==> config.mk <==
export PLATFORM = sky130hd
export DESIGN_NAME = mem_bus_master
export DESIGN_NICKNAME = d
export VERILOG_FILES = /design/src/rtl/cpu_mem_pkg.sv /design/src/rtl/mem_strobe_timer.sv /design/src/rtl/mem_bus_master.sv
export SDC_FILE = /design/constraint.sdc
export NUM_CORES = 1
export LEC_CHECK = 0
export CAP_MARGIN = 10
export CELL_PAD_IN_SITES_DETAIL_PLACEMENT = 1
export CELL_PAD_IN_SITES_GLOBAL_PLACEMENT = 1
export CORE_MARGIN = 8
export CORE_UTILIZATION = 31
export DETAILED_ROUTE_END_ITERATION = 8
export GPL_ROUTABILITY_DRIVEN = 0
export PLACE_DENSITY = 0.92
export SLEW_MARGIN = 5
export SYNTH_ARGS = -nofsm -noshare
export SYNTH_HDL_FRONTEND = slang
export SYNTH_SLANG_ARGS = --single-unit
export TNS_END_PERCENT = 10
==> constraint.sdc <==
create_clock -name clk -period 5.38 [get_ports clk]
set_clock_uncertainty 0.05 [all_clocks]
set_input_delay 0.538 -clock clk [delete_from_list [all_inputs] [get_ports clk]]
set_output_delay 0.538 -clock clk [all_outputs]
set_load 0.1 [all_outputs]
==> src/rtl/cpu_mem_pkg.sv <==
// Definitions shared by the CPU, the memory block and the memory bus master:
// default bus widths, bus master state encoding and transfer op encoding.
package cpu_mem_pkg;

  localparam int unsigned DEF_MEM_ADDR_SIZE = 6;
  localparam int unsigned DEF_WORD_SIZE     = 16;

  // Width of the strobe phase counter; covers STROBE_CYCLES up to 15.
  localparam int unsigned TIMER_WIDTH = 4;

  typedef enum logic [1:0] {
    ST_IDLE   = 2'd0,
    ST_SETUP  = 2'd1,
    ST_STROBE = 2'd2,
    ST_HOLD   = 2'd3
  } state_e;

  localparam logic OP_READ  = 1'b0;
  localparam logic OP_WRITE = 1'b1;

endpackage

==> src/rtl/mem_strobe_timer.sv <==
// Loadable down-counter timing the strobe phase; done_o is high while the
// count is zero, i.e. during the final strobe cycle.
module mem_strobe_timer
  import cpu_mem_pkg::*;
(
  input  logic                   clk_i,
  input  logic                   reset_i,
  input  logic                   load_i,
  input  logic [TIMER_WIDTH-1:0] load_value_i,
  input  logic                   dec_i,
  output logic                   done_o
);

  logic [TIMER_WIDTH-1:0] count_q, count_d;

  always_comb begin
    count_d = count_q;
    if (load_i) begin
      count_d = load_value_i;
    end else if (dec_i && (count_q != '0)) begin
      count_d = count_q - TIMER_WIDTH'(1);
    end
  end

  always_ff @(posedge clk_i) begin
    if (reset_i) begin
      count_q <= '0;
    end else begin
      count_q <= count_d;
    end
  end

  assign done_o = (count_q == '0);

endmodule

==> src/rtl/mem_bus_master.sv <==
// Initiator for the level-strobed memory interface: accepts one-word requests,
// runs setup / strobe / hold phases and returns a one-cycle response pulse.
module mem_bus_master
  import cpu_mem_pkg::*;
#(
  parameter int unsigned MEM_ADDR_SIZE = DEF_MEM_ADDR_SIZE,
  parameter int unsigned WORD_SIZE     = DEF_WORD_SIZE,
  parameter int unsigned STROBE_CYCLES = 2
) (
  input  logic                     clk,
  input  logic                     reset,
  input  logic                     req_valid,
  output logic                     req_ready,
  input  logic                     req_write,
  input  logic [MEM_ADDR_SIZE-1:0] req_addr,
  input  logic [WORD_SIZE-1:0]     req_wdata,
  output logic                     resp_valid,
  output logic [WORD_SIZE-1:0]     resp_rdata,
  output logic                     mem_read,
  output logic                     mem_write,
  output logic [MEM_ADDR_SIZE-1:0] mem_address,
  output logic [WORD_SIZE-1:0]     mem_data_out,
  input  logic [WORD_SIZE-1:0]     mem_data_in
);

  localparam logic [TIMER_WIDTH-1:0] StrobeLoad = TIMER_WIDTH'(STROBE_CYCLES - 1);

  state_e                   state_q, state_d;
  logic                     op_q;
  logic [MEM_ADDR_SIZE-1:0] addr_q;
  logic [WORD_SIZE-1:0]     wdata_q;
  logic [WORD_SIZE-1:0]     rdata_q;
  logic                     accept;
  logic                     capture;
  logic                     timer_load;
  logic                     timer_dec;
  logic                     strobe_done;

  mem_strobe_timer u_strobe_timer (
    .clk_i        (clk),
    .reset_i      (reset),
    .load_i       (timer_load),
    .load_value_i (StrobeLoad),
    .dec_i        (timer_dec),
    .done_o       (strobe_done)
  );

  always_comb begin
    state_d    = state_q;
    timer_load = 1'b0;
    timer_dec  = 1'b0;
    req_ready  = 1'b0;
    resp_valid = 1'b0;
    mem_read   = 1'b0;
    mem_write  = 1'b0;
    unique case (state_q)
      ST_IDLE: begin
        req_ready = 1'b1;
        if (req_valid) state_d = ST_SETUP;
      end
      ST_SETUP: begin
        timer_load = 1'b1;
        state_d    = ST_STROBE;
      end
      ST_STROBE: begin
        mem_read  = (op_q == OP_READ);
        mem_write = (op_q == OP_WRITE);
        timer_dec = 1'b1;
        if (strobe_done) state_d = ST_HOLD;
      end
      ST_HOLD: begin
        req_ready  = 1'b1;
        resp_valid = 1'b1;
        state_d    = req_valid ? ST_SETUP : ST_IDLE;
      end
      default: state_d = ST_IDLE;
    endcase
  end

  assign accept = req_valid && req_ready;
  // Read data is only sampled on the last strobe cycle, never while the bus floats.
  assign capture = (state_q == ST_STROBE) && strobe_done && (op_q == OP_READ);

  always_ff @(posedge clk) begin
    if (reset) begin
      state_q <= ST_IDLE;
      op_q    <= OP_READ;
      addr_q  <= '0;
      wdata_q <= '0;
      rdata_q <= '0;
    end else begin
      state_q <= state_d;
      if (accept) begin
        op_q    <= req_write ? OP_WRITE : OP_READ;
        addr_q  <= req_addr;
        wdata_q <= req_wdata;
      end
      if (capture) rdata_q <= mem_data_in;
    end
  end

  assign mem_address  = addr_q;
  assign mem_data_out = wdata_q;
  assign resp_rdata   = rdata_q;

endmodule

==> results.cfg, run 1 <==
[run_status]
status = finished clean

[floorplanning]
die_area_um2 = 8250
placementRows = 27
fp.dieH_um = 90.8
ioPinCount = 84
start_util_pct = 31.7
die_x_um = 90.8
coreArea_um2 = 5470

[sta]
setup_viol = 0
final.min_clock_period_ns = 2.92
rsz0062_at_grt = false
holdWs_ns = 0.409
slew-limit-headroom_pct = 32.6
fin_tns_setup_ns = 0
fmax_mhz = 342
tightest_slew_ns = 1.01
finalHoldViolCount = 0
finalCritPeriodShare_pct = 54.3
slew_violations = 0

[finish]
stdcell_count = 348
final_nets = 323
syn_to_final_growth_pct = 56.8
diodes = 0
fill_cells = 634
final_layout_size_suffix_gt1_share_pct = 3.99

[placed_design]
hpwl_um = 3730
io_buffer_count = 83
dp.cells = 340

[grt]
grt_pass1_wl_um = 8400
grt_max_degree = 46
globalRouteTotalUtil_pct = 12.2
grt-ovfl-total = 0
antenna_found_initial = 0
grt_pass1_vias = 1719

[pwr]
cellLeakagePower_nw = 1.12
worst_ir_drop_vdd_mv = 0.265
powerDensity_nw_per_um2 = 572
total_power_mw = 1.56

[worst_hold_path]
worstHoldStart = mem_data_out[5]
hold_end = mem_data_out[5]
min_path_cells = 2
holdCritPathClass = register to register

[setup_path]
r2r-start = u_strobe_timer.count_q[0]
crit_fanout = 7
reg2reg_slack_ns = 3.11
r2r_cells = 6
crit_arrival_ns = 2.34
startpoint_type = register
crit_required_ns = 4.79
rr_endpoint = resp_rdata[10]
end_kind = output pin
path_class = register to output pin

[clock_tree]
cts_buffers = 5
cts_tree = done
numClockSinks = 45
hold_buffers = 0
path_clk_slew_ns = 0.09
insertion_delay_ns = 0.29
max-clock-path-buffers = 2
cts_resized = 0
htreeDepth = 2
cts-root-buf = clkbuf_8
post_cts_buffers = 0

[yosys]
synthesis.area_um2 = 1740
synth_fp_nets = 242
synth-seq-area-share_pct = 51.9
ys_ff_latch = 45
synth.avg_cell_area_um2 = 8.95
netlist_instances = 194
yosys_warnings = 0
synthDistinctLibCells = 24

[routing]
dr.pass1.iters = 3
ant_nets = 0
routed_via_density = 4.53
wl_um = 5020
vias = 1577
wl_per_cell_um = 14.4
drc = 0
drtIter0Drc = 38

[flow_run]
maxCapViolations = 0
synthesized netlist by cell type, drive strengths merged:
master	instances	area share (%)
nand2	47	10
dfxtp	45	52
a21oi	25	7.2
nor2	18	3.9
mux2i	17	9.8
clkbuf	8	1.7
ha	6	4.3
inv	6	1.3
buf	3	2.0
nor2b	3	1.1
nor3	3	0.86
and2	2	0.79
nand3	2	0.58
or3b	2	1.2
xor2	2	1.0
a2111oi	1	0.50
a211oi	1	0.43
a221oi	1	0.50
o21ai	1	0.29
xnor2	1	0.50
area by class of cell:
| type | count | area, um^2 | share of cell area [%] |
|---|---|---|---|
| flip-flops and latches | 45 | 901 | 33.1 |
| repair buffers | 85 | 846 | 31.1 |
| multi-input cells | 132 | 748 | 27.5 |
| well taps | 72 | 90.1 | 3.31 |
| clock buffers | 7 | 86.3 | 3.17 |
| clock inverters | 1 | 30.0 | 1.10 |
| inverters | 6 | 22.5 | 0.827 |
critical path: stages (launching register included):
cell and delay (ns):
dfxtp_1 0.34, inv_1 0.14, ha_1 0.28, nor2b_1 0.15, clkdlybuf4s50_1 1.13
state kept, by name, summed over array words and instances, names as in the netlist:
name / flops
u_strobe_timer.count_q: 4
resp_rdata: 16
op_q: 1
mem_data_out: 16
mem_address: 6
state_q: 2
worst max-delay path by stage:
stage | from | endpoint | slack, ns | cells past startpoint
2_1_floorplan | state_q[0] | mem_read | 2.76 | 3
6_report | state_q[0] | mem_read | 2.46 | 4
4_1_cts | state_q[0] | mem_read | 2.44 | 4
3_5_place_dp | state_q[1] | req_ready | 2.77 | 4
3_3_place_gp | state_q[1] | req_ready | 2.82 | 4
5_1_grt | state_q[0] | mem_read | 2.36 | 4
cells in the final DEF, fill, tap and decap left out, types with 2 or more instances in the layout:
| cell type | instances |
|---|---|
| nand2_1 | 47 |
| dfxtp_1 | 45 |
| nor2_1 | 18 |
| nor2b_1 | 3 |
| ha_1 | 6 |
| xor2_1 | 2 |
| nand3_1 | 2 |
| clkdlybuf4s50_1 | 83 |
| mux2i_1 | 17 |
| inv_1 | 6 |
| buf_4 | 2 |
| a21oi_1 | 25 |
| clkbuf_8 | 6 |
| nor3_1 | 3 |
where the power goes:
part	internal [mW]	switching, mW
Combinational	0.229	0.635
Sequential	0.397	0.0370
Clock	0.151	0.107
Total	0.777	0.780
kinds of logic after synthesis:
group	synth area share, %
muxes	9.80
and+or+nand+nor	18.5
buffers and inverters	5.04
xor gates and xnor gates	1.51
AOI/OAI and AO/OA	8.93
adders and majority gates	4.32
DFF	51.9
metrics by stage:
step	utilization [%]	instance area [um^2]	setup slack [ns]
final	49.8	2720	2.46
after global placement	47.6	2610	2.82
after floorplan	-	1740	2.76
after global routing	49.8	2720	2.36
after CTS	49.8	2720	2.44
after detailed placement	47.6	2610	2.77
routing by layer:
layer  GRT usage, %  up-vias  share of wire, %
met2           19.1       63                45
li1               -      789                 -
met3           7.56        4                12
met5              0        -                 0
met4           2.86        0              0.44
met1           13.7      721                43
Power figures use the tool's default switching activity.
==> run 2, diff against run 1 <==
--- a/config.mk
+++ b/config.mk
@@ -9,10 +9,10 @@
 export CELL_PAD_IN_SITES_DETAIL_PLACEMENT = 1
 export CELL_PAD_IN_SITES_GLOBAL_PLACEMENT = 1
 export CORE_MARGIN = 8
-export CORE_UTILIZATION = 31
+export CORE_UTILIZATION = 26
 export DETAILED_ROUTE_END_ITERATION = 8
 export GPL_ROUTABILITY_DRIVEN = 0
-export PLACE_DENSITY = 0.92
+export PLACE_DENSITY = 0.83
 export SLEW_MARGIN = 5
 export SYNTH_ARGS = -nofsm -noshare
 export SYNTH_HDL_FRONTEND = slang
==> constraint.sdc (replaced) <==
create_clock -name clk -period 2.4 [get_ports clk]
set_clock_uncertainty 0.05 [all_clocks]
set_input_delay 0.24 -clock clk [delete_from_list [all_inputs] [get_ports clk]]
set_output_delay 0.24 -clock clk [all_outputs]
set_load 0.1 [all_outputs]
==> results.cfg, run 2 (synthesis gave the netlist of run 1 again) <==
[floorplanning]
die_area_um2 = 9550
start_util_pct = 27.0
coreArea_um2 = 6420
placementRows = 29
fp.dieH_um = 97.7
ioPinCount = 84
die_x_um = 97.7

[finish]
syn_to_final_growth_pct = 49.8
final_layout_size_suffix_gt1_share_pct = 19.8
fill_cells = 779
final_cell_mix = nand2_1 (47), buf_4 (46), dfxtp_1 (45)
layout_commonest_cell = nand2_1
final_nets = 325
stdcell_count = 355
diodes = 0

[sta]
slew_violations = 0
fin_tns_setup_ns = 0
fmax_mhz = 505
slew-limit-headroom_pct = 56.5
setup_ws_ns = 0.419
finalCritPeriodShare_pct = 82.5
final.min_clock_period_ns = 1.98
holdWs_ns = 0.407
setup_viol = 0
rsz0062_at_grt = false
finalHoldViolCount = 0
tightest_slew_ns = 0.653

[setup_path]
crit_arrival_ns = 2.09
end_kind = register
startpoint = u_strobe_timer.count_q[0]
crit_required_ns = 2.51
path_class = register to register
r2r_cells = 7
startpoint_type = register
reg2reg_slack_ns = 0.42
r2r-start = u_strobe_timer.count_q[0]
crit_fanout = 16
rr_endpoint = resp_rdata[8]

[clock_tree]
insertion_delay_ns = 0.29
numClockSinks = 45
cts_tree = done
cts_buffers = 5
hold_buffers = 0
max-clock-path-buffers = 2
htreeDepth = 2
post_cts_buffers = 0
cts_resized = 0
path_clk_slew_ns = 0.08
cts-root-buf = clkbuf_8

[placed_design]
hpwl_um = 3780
io_buffer_count = 83
dp.cells = 347
dp_slack_ns = 0.423

[grt]
grt_pass1_vias = 1707
grt_pass1_wl_um = 8490
antenna_found_initial = 0
grt_max_degree = 35
globalRouteTotalUtil_pct = 10.9
grt-ovfl-total = 0

[flow_run]
maxCapViolations = 0

[run_status]
status = finished clean

[pwr]
powerDensity_nw_per_um2 = 1280
worst_ir_drop_vdd_mv = 0.454
cellLeakagePower_nw = 1.19

[worst_hold_path]
min_path_cells = 2
holdCritPathClass = register to register
hold_end = mem_data_out[1]
worstHoldStart = mem_data_out[1]

[routing]
dr.pass1.iters = 4
drc = 0
ant_nets = 0
routed_via_density = 4.52
wl_um = 5110
vias = 1603
drtIter0Drc = 18
wl_per_cell_um = 14.4
-- run 2: final cells by class --
| class | count | area [um^2] | area share (%) |
|---|---|---|---|
| Multi-Input combinational cell | 132 | 751 | 28.9 |
| Timing Repair Buffer | 87 | 751 | 28.9 |
| Tap cell | 77 | 96.3 | 3.70 |
| Inverter | 6 | 22.5 | 0.866 |
| Clock buffer | 8 | 80.1 | 3.08 |
| Sequential cell | 45 | 901 | 34.6 |
-- run 2: layer usage --
metal / routed length [um] / track usage (%) / vias to the layer above
li1: - / - / 796
met1: 2400 / 12.9 / 742
met2: 2220 / 16.8 / 60
met3: 445 / 5.18 / 5
met4: 44 / 3.60 / 0
met5: 0 / 0 / -
-- run 2: worst max-delay path by stage --
| stage | to | depth (start not counted) |
|---|---|---|
| final | resp_rdata[8] | 7 |
| after floorplan | mem_read | 3 |
| after CTS | resp_rdata[10] | 7 |
| after global placement | resp_rdata[13] | 7 |
| after global routing | resp_rdata[2] | 7 |
| after detailed placement | resp_rdata[10] | 7 |
-- run 2: where the power goes --
group	switching, mW	total [mW]	internal, mW	leakage, nW
Clock	0.243	0.450	0.207	0.0395
Combinational	1.43	1.91	0.479	0.783
Sequential	0.0884	0.979	0.890	0.367
Total	1.76	3.34	1.58	1.19
-- run 2: worst max-delay path, stage by stage (launching register included) --
cell	delay (ns)
dfxtp_1	0.34
inv_1	0.06
ha_1	0.16
or3b_4	0.40
or3b_1	0.38
buf_4	0.23
mux2i_1	0.18
nor2_1	0.05
-- run 2: through the flow --
| step | total power, mW | utilization [%] | cell area [um^2] |
|---|---|---|---|
| floorplan | 2.50 | - | 1740 |
| global placement | 2.90 | 39.3 | 2520 |
| detailed placement | 2.93 | 39.3 | 2520 |
| CTS | 3.39 | 40.5 | 2600 |
| global route | 3.54 | 40.5 | 2600 |
| finish | 3.34 | 40.5 | 2600 |
==> run 3, diff against run 2 <==
--- a/config.mk
+++ b/config.mk
@@ -9,10 +9,10 @@
 export CELL_PAD_IN_SITES_DETAIL_PLACEMENT = 1
 export CELL_PAD_IN_SITES_GLOBAL_PLACEMENT = 1
 export CORE_MARGIN = 8
-export CORE_UTILIZATION = 26
+export CORE_UTILIZATION = 28
 export DETAILED_ROUTE_END_ITERATION = 8
 export GPL_ROUTABILITY_DRIVEN = 0
-export PLACE_DENSITY = 0.83
+export PLACE_DENSITY = 0.85
 export SLEW_MARGIN = 5
 export SYNTH_ARGS = -nofsm -noshare
 export SYNTH_HDL_FRONTEND = slang
==> constraint.sdc (replaced) <==
create_clock -name clk -period 1.9 [get_ports clk]
set_clock_uncertainty 0.05 [all_clocks]
set_input_delay 0.19 -clock clk [delete_from_list [all_inputs] [get_ports clk]]
set_output_delay 0.19 -clock clk [all_outputs]
set_load 0.1 [all_outputs]
==> results.cfg, run 3 (synthesis gave the netlist of run 1 again) <==
[sta]
setup_ws_ns = -0.0117
slew_violations = 0
rsz0062_at_grt = true
finalCritPeriodShare_pct = 101
slew-limit-headroom_pct = 60.7
tightest_slew_ns = 0.589
setup_viol = 1
fmax_mhz = 523
final.min_clock_period_ns = 1.91
holdWs_ns = 0.335
finalHoldViolCount = 0

[floorplanning]
placementRows = 28
ioPinCount = 84
die_area_um2 = 8980
coreArea_um2 = 5960
fp.dieH_um = 94.8
die_x_um = 94.8
start_util_pct = 29.2

[setup_path]
r2r_cells = 7
crit_required_ns = 2.01
crit_arrival_ns = 2.02
cpMaxStageDelayCell = or3b_4
cp.depth = 7
startpoint_type = register
path_class = register to register
critical-path-max-stage-delay_ns = 0.43
crit_family = simple AND/OR/NAND/NOR gates
cpMostUsedCell = or3b_4
cp_cell_sequence = inv_2, ha_4, or3b_4, or3b_4, buf_12, mux2i_1, nor2_1
crit_fanout = 8
worst-path-buf-inv = 2
end_kind = register

[worst_hold_path]
holdCritPathClass = input port to register
min_path_cells = 2

[clock_tree]
path_clk_slew_ns = 0.08
insertion_delay_ns = 0.29
cts_buffers = 5
htreeDepth = 2
cts-root-buf = clkbuf_8
numClockSinks = 45
max-clock-path-buffers = 2
cts_tree = done
hold_buffers = 0

[run_status]
status = finished with violations
failed_checks = setup timing

[grt]
grt_max_degree = 31
globalRouteTotalUtil_pct = 12.0
antenna_found_initial = 0
grt_pass1_vias = 1710
grt_pass1_wl_um = 8550
grt-ovfl-total = 0

[finish]
final_cell_mix = nand2_1 (46), buf_4 (44), dfxtp_1 (43)
syn_to_final_growth_pct = 59.7
final_util_pct = 46.6
final_layout_size_suffix_gt1_share_pct = 25.4
layout_commonest_cell = nand2_1
final_nets = 330
diodes = 0
fill_cells = 697

[flow_run]
maxCapViolations = 0

[pwr]
powerDensity_nw_per_um2 = 1650
worst_ir_drop_vdd_mv = 0.714
cellLeakagePower_nw = 1.26
total_power_mw = 4.57

[routing]
dr.pass1.iters = 4
routed_via_density = 4.59
drtIter0Drc = 37
drc = 0
vias = 1645
ant_nets = 0
wl_per_cell_um = 15.2
wl_um = 5440

[placed_design]
dp_slack_ns = -0.00928
io_buffer_count = 83
hpwl_um = 3970
==> run 3: cell types whose count changed in the layout (fill, tap and decap cells not counted), moves of 2 or more <==
cell      previous run  this run
dfxtp_1             45        43
ha_4                 0         2
buf_12               0         6
clkbuf_1             3         1
clkinv_2             0         2
inv_1                6         3
buf_4               46        44
ha_1                 6         4
inv_2                0         2
dfxtp_2              0         2
==> run 3: layout make-up <==
type / instances / area (um^2) / share of cell area (%)
flip-flops and latches: 45 / 903 / 32.6
repair buffers: 92 / 883 / 31.9
multi-input cells: 132 / 783 / 28.2
well taps: 75 / 93.8 / 3.38
clock buffers: 6 / 72.6 / 2.62
inverters: 6 / 26.3 / 0.948
clock inverters: 2 / 10.0 / 0.361
==> run 3: per-layer routing <==
| layer | up-vias | track usage (%) | routed length, um |
|---|---|---|---|
| li1 | 809 | - | - |
| met3 | 5 | 4.92 | 461 |
| met1 | 770 | 13.7 | 2340 |
| met2 | 61 | 20.3 | 2590 |
| met5 | - | 0 | 0 |
| met4 | 0 | 3.51 | 42 |
==> run 3: stage by stage <==
step	setup TNS [ns]	cells	area (um^2)
floorplan	-1.91	194	1760
global placement	0	348	2640
detailed placement	-0.0145	348	2640
CTS	-0.00276	358	2770
global route	-0.261	358	2770
finish	-0.0117	358	2770
==> run 3: worst paths after layout <==
| kind | start | endpoint | slack, ns |
|---|---|---|---|
| worst min register to register | mem_data_out[12] | mem_data_out[12] | 0.41 |
| worst min-delay path | reset | resp_rdata[15] | 0.33 |
| worst max-delay path | u_strobe_timer.count_q[1] | resp_rdata[9] | -0.01 |
| worst max register to register | u_strobe_timer.count_q[1] | resp_rdata[9] | -0.01 |
==> run 3: power breakdown <==
| group | switching [mW] | leakage, nW | internal [mW] |
|---|---|---|---|
| registers | 0.110 | 0.368 | 1.13 |
| clock network | 0.317 | 0.0450 | 0.255 |
| logic | 1.91 | 0.843 | 0.852 |
| total | 2.34 | 1.26 | 2.23 |
==> run 3: what timing repair did <==
| item | 4_1_cts | 5_1_grt |
|---|---|---|
| setup endpoints to repair | 16 | 10 |
| gates cloned | 1 | 0 |
| pin swaps | 2 | 0 |
| setup buffers | 1 | 0 |
| gates resized for setup | 8 | 0 |
